--- src/rtl/lpf_pkg.sv ---
// Shared types and helpers for the time-multiplexed low-pass filter scheduler.
package lpf_pkg;

    localparam int WIDTH_DEF = 16;

    typedef enum logic [1:0] {
        IDLE,
        LOAD,
        CALC,
        WRITE
    } state_t;

    // Index width for n items; never narrower than one bit.
    function automatic int idx_w(input int n);
        return (n > 1) ? $clog2(n) : 1;
    endfunction

endpackage

--- src/rtl/lpf_step.sv ---
// One first-order low-pass update: y_next = floor((3*y + x) / 4).
// The result lies between y and x, so truncation back to WIDTH never wraps.
module lpf_step
    import lpf_pkg::*;
#(
    parameter int WIDTH = WIDTH_DEF
) (
    input  logic [WIDTH-1:0] y,
    input  logic [WIDTH-1:0] x,
    output logic [WIDTH-1:0] y_next
);

    logic signed [WIDTH+1:0] ye;
    logic signed [WIDTH+1:0] xe;
    logic signed [WIDTH+1:0] sum;
    logic [1:0]              unused_frac;

    // Sign-extend both operands by two bits so 3*y + x cannot overflow.
    always_comb begin
        ye  = {{2{y[WIDTH-1]}}, y};
        xe  = {{2{x[WIDTH-1]}}, x};
        sum = (ye <<< 1) + ye + xe;
    end

    // Dropping the two low bits of a two's-complement value is floor division by 4.
    assign y_next      = sum[WIDTH+1:2];
    assign unused_frac = sum[1:0];

endmodule

--- src/rtl/lpf_sched.sv ---
// Sweeps NCH channels through one shared low-pass datapath on every sample tick.
// Each channel gets a fixed LOAD/CALC/WRITE slot whether or not it had a sample.
module lpf_sched
    import lpf_pkg::*;
#(
    parameter int WIDTH = WIDTH_DEF,
    parameter int NCH   = 4,
    parameter int DIV   = 100,
    parameter int CHW   = idx_w(NCH)
) (
    input  logic                 clk,
    input  logic                 nrst,
    input  logic                 en,
    input  logic                 clr_ovr,
    input  logic [NCH*WIDTH-1:0] in_data,
    input  logic [NCH-1:0]       in_valid,
    output logic [NCH-1:0]       in_ready,
    output logic [WIDTH-1:0]     out_data,
    output logic [CHW-1:0]       out_ch,
    output logic                 out_valid,
    output logic                 busy,
    output logic                 overrun
);

    localparam int              CNTW    = idx_w(DIV);
    localparam logic [CNTW-1:0] CNT_MAX = CNTW'(DIV - 1);
    localparam logic [CHW-1:0]  CH_LAST = CHW'(NCH - 1);

    logic [CNTW-1:0]  cnt;
    logic             tick;
    state_t           state;
    logic [CHW-1:0]   ch;
    logic             acc;
    logic [WIDTH-1:0] x_lat;
    logic [WIDTH-1:0] st [NCH];
    logic [WIDTH-1:0] in_arr [NCH];
    logic [WIDTH-1:0] y_cur;
    logic [WIDTH-1:0] y_next;

    for (genvar k = 0; k < NCH; k++) begin : g_unpack
        assign in_arr[k] = in_data[k*WIDTH +: WIDTH];
    end

    assign tick  = en && (cnt == CNT_MAX);
    assign y_cur = st[ch];

    lpf_step #(.WIDTH(WIDTH)) u_step (
        .y      (y_cur),
        .x      (x_lat),
        .y_next (y_next)
    );

    // Sample-tick divider: free-runs 0..DIV-1 while enabled, parked at 0 otherwise.
    always_ff @(posedge clk or negedge nrst) begin
        if (!nrst)                         cnt <= '0;
        else if (!en || cnt == CNT_MAX)    cnt <= '0;
        else                               cnt <= cnt + CNTW'(1);
    end

    // Sweep FSM with its registered outputs and the per-channel filter state.
    always_ff @(posedge clk or negedge nrst) begin
        if (!nrst) begin
            state     <= IDLE;
            ch        <= '0;
            acc       <= 1'b0;
            x_lat     <= '0;
            in_ready  <= '0;
            out_data  <= '0;
            out_ch    <= '0;
            out_valid <= 1'b0;
            busy      <= 1'b0;
            for (int k = 0; k < NCH; k++) st[k] <= '0;
        end else begin
            case (state)
                IDLE: begin
                    if (tick) begin
                        state    <= LOAD;
                        ch       <= '0;
                        busy     <= 1'b1;
                        in_ready <= NCH'(1);
                    end
                end
                LOAD: begin
                    // in_valid is only looked at here; a missing sample skips the channel.
                    acc      <= in_valid[ch];
                    x_lat    <= in_arr[ch];
                    in_ready <= '0;
                    state    <= CALC;
                end
                CALC: begin
                    if (acc) begin
                        out_data <= y_next;
                        out_ch   <= ch;
                        st[ch]   <= y_next;
                    end
                    out_valid <= acc;
                    state     <= WRITE;
                end
                WRITE: begin
                    out_valid <= 1'b0;
                    if (ch == CH_LAST) begin
                        state <= IDLE;
                        busy  <= 1'b0;
                    end else begin
                        ch       <= ch + CHW'(1);
                        in_ready <= NCH'(1) << (ch + CHW'(1));
                        state    <= LOAD;
                    end
                end
                default: state <= IDLE;
            endcase
        end
    end

    // Sticky overrun: a tick that lands mid-sweep is dropped and flagged; set beats clear.
    always_ff @(posedge clk or negedge nrst) begin
        if (!nrst)                overrun <= 1'b0;
        else if (tick && busy)    overrun <= 1'b1;
        else if (clr_ovr)         overrun <= 1'b0;
    end

endmodule
--- config.mk ---
export PLATFORM = sky130hd
export DESIGN_NAME = lpf_sched
export DESIGN_NICKNAME = d
export VERILOG_FILES = /design/src/rtl/lpf_pkg.sv /design/src/rtl/lpf_step.sv /design/src/rtl/lpf_sched.sv
export SDC_FILE = /design/constraint.sdc
export NUM_CORES = 1
export LEC_CHECK = 0
export ABC_AREA = 1
export CAP_MARGIN = 20
export CORE_ASPECT_RATIO = 0.75
export CORE_MARGIN = 2
export CORE_UTILIZATION = 36
export CTS_CLUSTER_DIAMETER = 120
export DETAILED_ROUTE_END_ITERATION = 10
export PLACE_DENSITY = 0.63
export SLEW_MARGIN = 15
export SYNTH_ARGS = -nofsm -noshare
export SYNTH_HDL_FRONTEND = slang
export SYNTH_SLANG_ARGS = --single-unit
--- constraint.sdc ---
create_clock -name clk -period 6.7 [get_ports clk]
set_input_delay 2.01 -clock clk [delete_from_list [all_inputs] [get_ports clk]]
set_output_delay 2.01 -clock clk [all_outputs]
set_load 0.005 [all_outputs]
# Word level (Yosys, flattened, before mapping)
# Index checks and enable logic that the tools add are counted.
[op_classes]
bitwise_logic = 1
n_reduce_logical = 14
n_eq_ne = 8
muxes = 27
order_cmp = 3
n_shift = 1
n_addsub = 4
[op_table]
columns = ["cell", "n"]
rows = [
  ["16-bit 2-to-1 mux", 5],
  ["16-bit binary-select mux with 2-bit select", 2],
  ["64-bit bitwise mux", 1],
  ["16-bit demux with 2-bit select", 1],
  ["17-bit by 16-bit adder with 18-bit output", 1],
  ["18-bit by 16-bit adder with 18-bit output", 1],
  ["4-bit one-hot mux with 3 select lines", 1],
  ["3-bit AND reduction", 3],
  ["4-bit 2-to-1 mux", 2],
  ["2-bit one-hot mux with 4 select lines", 1],
  ["7-bit by 1-bit adder with 7-bit output, second input constant", 1],
  ["7-bit == test, second input constant", 1],
  ["7-bit 2-to-1 mux", 1],
  ["2-bit == test, second input constant", 3],
  ["1-bit 2-to-1 mux", 6],
  ["2-bit 2-to-1 mux", 3],
  ["2-bit inequality test, second input constant", 3],
  ["2-bit nonzero test", 3],
  ["1-bit one-hot mux with 2 select lines", 2],
  ["2-bit one-hot mux with 2 select lines", 1],
  ["1-bit by 2-bit left shift with 4-bit output, first input constant", 1],
  ["3-bit greater-or-equal comparator, second input constant", 1],
  ["1-bit logical AND", 3],
  ["2-bit by 3-bit < comparator with 1-bit output, second input constant", 1],
  ["other kinds (10)", 10],
]
[word_totals]
ff_bits = 117
inputBits = 72
elab_cells = 73
output_inout_bits = 25

# Longest topological paths before layout
[depth]
ltp_word = 7
depth_mapped = 18
depth_no_buf = 18

# By module
# From an unflattened synthesis, not the netlist that was laid out.
[hier_totals]
hier_cells = 861
hier_area_um2 = 6964.2
[modules_own_cells]
columns = ["module", "instances", "cells_per_inst", "area_each_um2"]
rows = [
  ["lpf_sched", 1, 666, 5701.7],
  ["lpf_step", 1, 195, 1262.5],
]

# Least setup slack after synthesis
# No wires, ideal clock.
[synth_timing]
kind = "reg2reg"
from = "reg ch[1]"
to = "reg out_data[9]"
path_buffers = 2
setup_ns = 0.118
path_stages_with_launch = 17
slack_ns = 3.501
arrival_ns = 3.081
cell_sequence = "dfrtp_1 buf_2 inv_2 clkbuf_1 o21ai_0 o22ai_1 fa_1 fa_1 nand3_1 nand2_1 nand2_1 nand2_1 nand2_1 a22oi_1 or2_2 nand3_1 nand2_1"
[synth_between]
elab_chain_len = 6
[synth_lines]
columns = ["item", "line", "source"]
rows = [
  ["start: declaration", "lpf_sched.sv:32", "logic [CHW-1:0] ch;"],
  ["start signal: assignment", "lpf_sched.sv:105", "ch <= ch + CHW'(1);"],
  ["2-bit NOT with 3-bit output (not written as such)", "lpf_sched.sv:45", "assign y_cur = st[ch];"],
  ["16-bit binary-select mux with 2-bit select", "lpf_sched.sv:45", ""],
  ["16-bit 2-to-1 mux (not written as such) (2 in series)", "lpf_sched.sv:45", ""],
  ["17-bit by 16-bit adder with 18-bit output", "lpf_step.sv:22", "sum = (ye <<< 1) + ye + xe;"],
  ["18-bit by 16-bit adder with 18-bit output", "lpf_step.sv:22", ""],
  ["end signal: assignment", "lpf_sched.sv:92", "out_data <= y_next;"],
  ["end: declaration", "lpf_sched.sv:18", "output logic [WIDTH-1:0] out_data,"],
]
# No other way between the ends. The select of a mux whose other input is x is not followed.
# A chain may end at the register's enable or synchronous reset.

# Worst setup path in the final report
[layout_timing]
from = "reg ch[0]"
to = "reg st[43] (netlist name)"
[layout_between]
elab_chain_len = 7
[layout_lines]
columns = ["item", "line", "source"]
rows = [
  ["2-bit NOT with 3-bit output (not written as such) *", "lpf_sched.sv:45, lpf_sched.sv:94", ""],
  ["16-bit binary-select mux with 2-bit select", "lpf_sched.sv:45", ""],
  ["16-bit 2-to-1 mux (not written as such) (2 in series)", "lpf_sched.sv:45", ""],
  ["17-bit by 16-bit adder with 18-bit output", "lpf_step.sv:22", ""],
  ["18-bit by 16-bit adder with 18-bit output", "lpf_step.sv:22", ""],
  ["64-bit bitwise mux *", "lpf_sched.sv:94", "st[ch] <= y_next;"],
  ["end signal: indexed assignment", "lpf_sched.sv:94", ""],
  ["end: declaration", "lpf_sched.sv:35", "logic [WIDTH-1:0] st [NCH];"],
]
# Every way passes the cells marked *; elsewhere a longest branch is shown, timed or not. The select of a mux whose other input is x is not followed.

==> impl_metrics.yaml <==
yosys:
  synth-edff-count: 0
  synth-seq-cells: 117
  synth_nets: 976
  synth_top_cell_by_area: "dfrtp_1"
  synth.most_common_cell: "nand2_1"
  syn_area_per_cell_sq_um: 7.83
  synthFlopType: "dfrtp_1"
  syn-cell-area_sq_um: 6740
  synth_top_area_share_pct: 43.4
  synth.yosys.seq_area_share_pct: 43.4
  synth-async-reset-ratio_pct: 100
  synthCells: 861
  synth_cell_types: 41
  synth.top_cells.by_count: "nand2_1, nor2_1, dfrtp_1"
  synth_area_leaders: "dfrtp_1, nand2_1, nor2_1"
  ys_warn_count: 0
global_route:
  first_global_vias: 5753
  grt_usage_pct: 20.1
  grt_max_degree: 72
  grt_overflow_total: 0
  antenna_found_initial: 0
  grt_pass1_wl_microns: 30700
cells_and_area:
  instances_no_fill: 1204
  final_area_sq_um: 8470
  num_antenna_cells: 0
  nFillCells: 1836
  drive_above_1_share_pct: 7.31
  area_growth_pct: 25.6
  final_nets: 1059
routing:
  drc: 0
  viasPerCell: 5.07
  vias: 6103
  first_pass_iters: 5
  drt_wl_total_microns: 18800
  drtAntennaViolNets: 0
  routedWlPerCell_microns: 15.6
  drt_iter0_drc: 491
sta:
  setup_tns_ns: 0
  slew_headroom_pct: 38.4
  setup_violations: 0
  skew_ns: 0.00997
  fin_crit_sh_pct: 60.3
  fmax_mhz: 248
  final_hold_viol_count: 0
  worst_pin_slew_ns: 0.924
  setup_ws_ns: 2.66
  slew_viol_final: 0
  period_minus_slack_ns: 4.04
  rsz0062_at_grt: "no"
pwr:
  peakVddDrop_mv: 0.164
  power.switching_uw: 343
  internal_power_uw: 1290
  combPwrFrac_pct: 4.1
  p_clk_share_pct: 52.5
  seqPwrFrac_pct: 43.4
  p_sw_share_pct: 21.0
  power.density_nw_per_um2: 193
  leakage_uw: 0.00413
  total_power_uw: 1640
flow_run:
  drv_cap: 0
clock_network:
  cts_resized: 0
  postCtsHoldBufs: 0
  post_cts_buffers: 0
  cts_tree: "done"
  cts_root_buf: "clkbuf_16"
  clock_latency_ns: 0.42
  clk_pin_slew_ns: 0.06
  cts_buffer_depth: 2
  cts_sinks: 117
  cts_buffers: 17
  ctsHtreeMaxLevel: 4
placement:
  place_ws_ns: 2.66
  gp_congestion: 0.926
  hpwlAfterDp_microns: 12900
  placed_area_sq_um: 7900
  port_buffers: 96
  dp_cells: 1172
setup_path:
  worst-r2r-setup-slack_ns: 2.66
  cp.required_ns: 6.97
  critPathLaunchType: "register"
  cp_max_fo: 41
  worstSetupEndpointType: "register"
  cp.arrival_ns: 4.30
  crit_type: "register to register"
floorplanning:
  die_h_microns: 123
  start_util_pct: 36.6
  die_w_microns: 162
  rows: 43
  num_io_pins: 97
  dieArea_sq_um: 19800
  core_sq_um: 18400
min_path:
  hold_path.class: "register to register"
run_status:
  status: "finished, final reports clean"
## registers in the layout, summed over array words and instances (netlist names)
signal,count
acc,1
busy,1
ch,2
cnt,7
in_ready,4
out_ch,2
out_data,16
out_valid,1
overrun,1
st,64
state,2
x_lat,16
## through the flow
| step | utilization [%] | hold slack (ns) |
|---|---|---|
| 3_3_place_gp | 42.9 | 0.457 |
| 6_report | 46.0 | 0.472 |
| 5_1_grt | 46.0 | 0.495 |
| 4_1_cts | 46.0 | 0.475 |
| 3_5_place_dp | 42.9 | 0.461 |
| 2_1_floorplan | - | 0.433 |
## power by group through the flow
stage | Combinational [uW] | Clock (uW) | Sequential (uW)
final | 67.5 | 860 | 710
after global routing | 75.6 | 908 | 710
after CTS | 69.2 | 877 | 710
after floorplan | 10.6 | 0 | 722
after detailed placement | 69.1 | 0 | 722
after global placement | 69.0 | 0 | 722
## cells in the final DEF, fill, tap and decap left out, drive strengths merged, types with 2 or more instances in the layout
master,netlist,routed
o211ai,2,2
o21ai,100,100
xor2,5,5
nor3,7,7
nand3,65,65
o22ai,14,14
clkdlybuf4s50,0,95
clkbuf,26,23
nand2,234,234
o21bai,2,2
xnor2,2,2
clkinv,0,7
buf,16,11
inv,43,43
nand4,2,2
a21boi,2,2
ha,27,27
fa,16,16
a21oi,18,18
or2,6,6
a31oi,16,16
nor2,133,133
dfrtp,117,117
## metal layers
layer	share of wire [%]	GRT usage (%)
met1	51	30.5
met2	39	27.9
met3	8.6	5.17
met4	1.4	6.08
met5	0	0
## final timing paths
path,startpoint,endpoint,cells past startpoint
max,ch[0]$_DFFE_PN0P_,st[43]$_DFFE_PN0P_,12
min,st[36]$_DFFE_PN0P_,st[36]$_DFFE_PN0P_,2
max reg2reg,ch[0]$_DFFE_PN0P_,st[43]$_DFFE_PN0P_,12
min reg2reg,st[36]$_DFFE_PN0P_,st[36]$_DFFE_PN0P_,2
max in group asynchronous,nrst,st[13]$_DFFE_PN0P_,2
min in group asynchronous,nrst,acc$_DFFE_PN0P_,1
## cell families after synthesis
logic type                 count (synthesis)  share of synthesized area (%)
adders and majority gates                 43                           9.76
xor gates and xnor gates                   7                           1.02
AOI/OAI and AO/OA                        158                           12.9
buffers and inverters                     85                           5.12
DFF                                      117                           43.4
and+or+nand+nor                          451                           27.8
## cell type report
class,instances,area (sq um),share of cell area [%]
inverters,43,161,1.91
well taps,247,309,3.65
clock inverters,9,76.3,0.902
repair buffers,106,1030,12.2
clock buffers,23,488,5.76
flip-flops and latches,117,2930,34.6
multi-input cells,659,3470,41.0
## critical path, stage by stage, from the launching register on
cell      delay (ns)
dfrtp_2         0.40
inv_2           0.43
buf_4           0.44
o21ai_0         0.13
o22ai_1         0.40
fa_1            0.50
ha_1            0.40
a21oi_2         0.21
a21boi_1        0.19
nand2_1         0.13
a21oi_2         0.15
xor2_1          0.37
o21ai_0         0.14
Note: power is estimated with default switching activity, not from simulation.
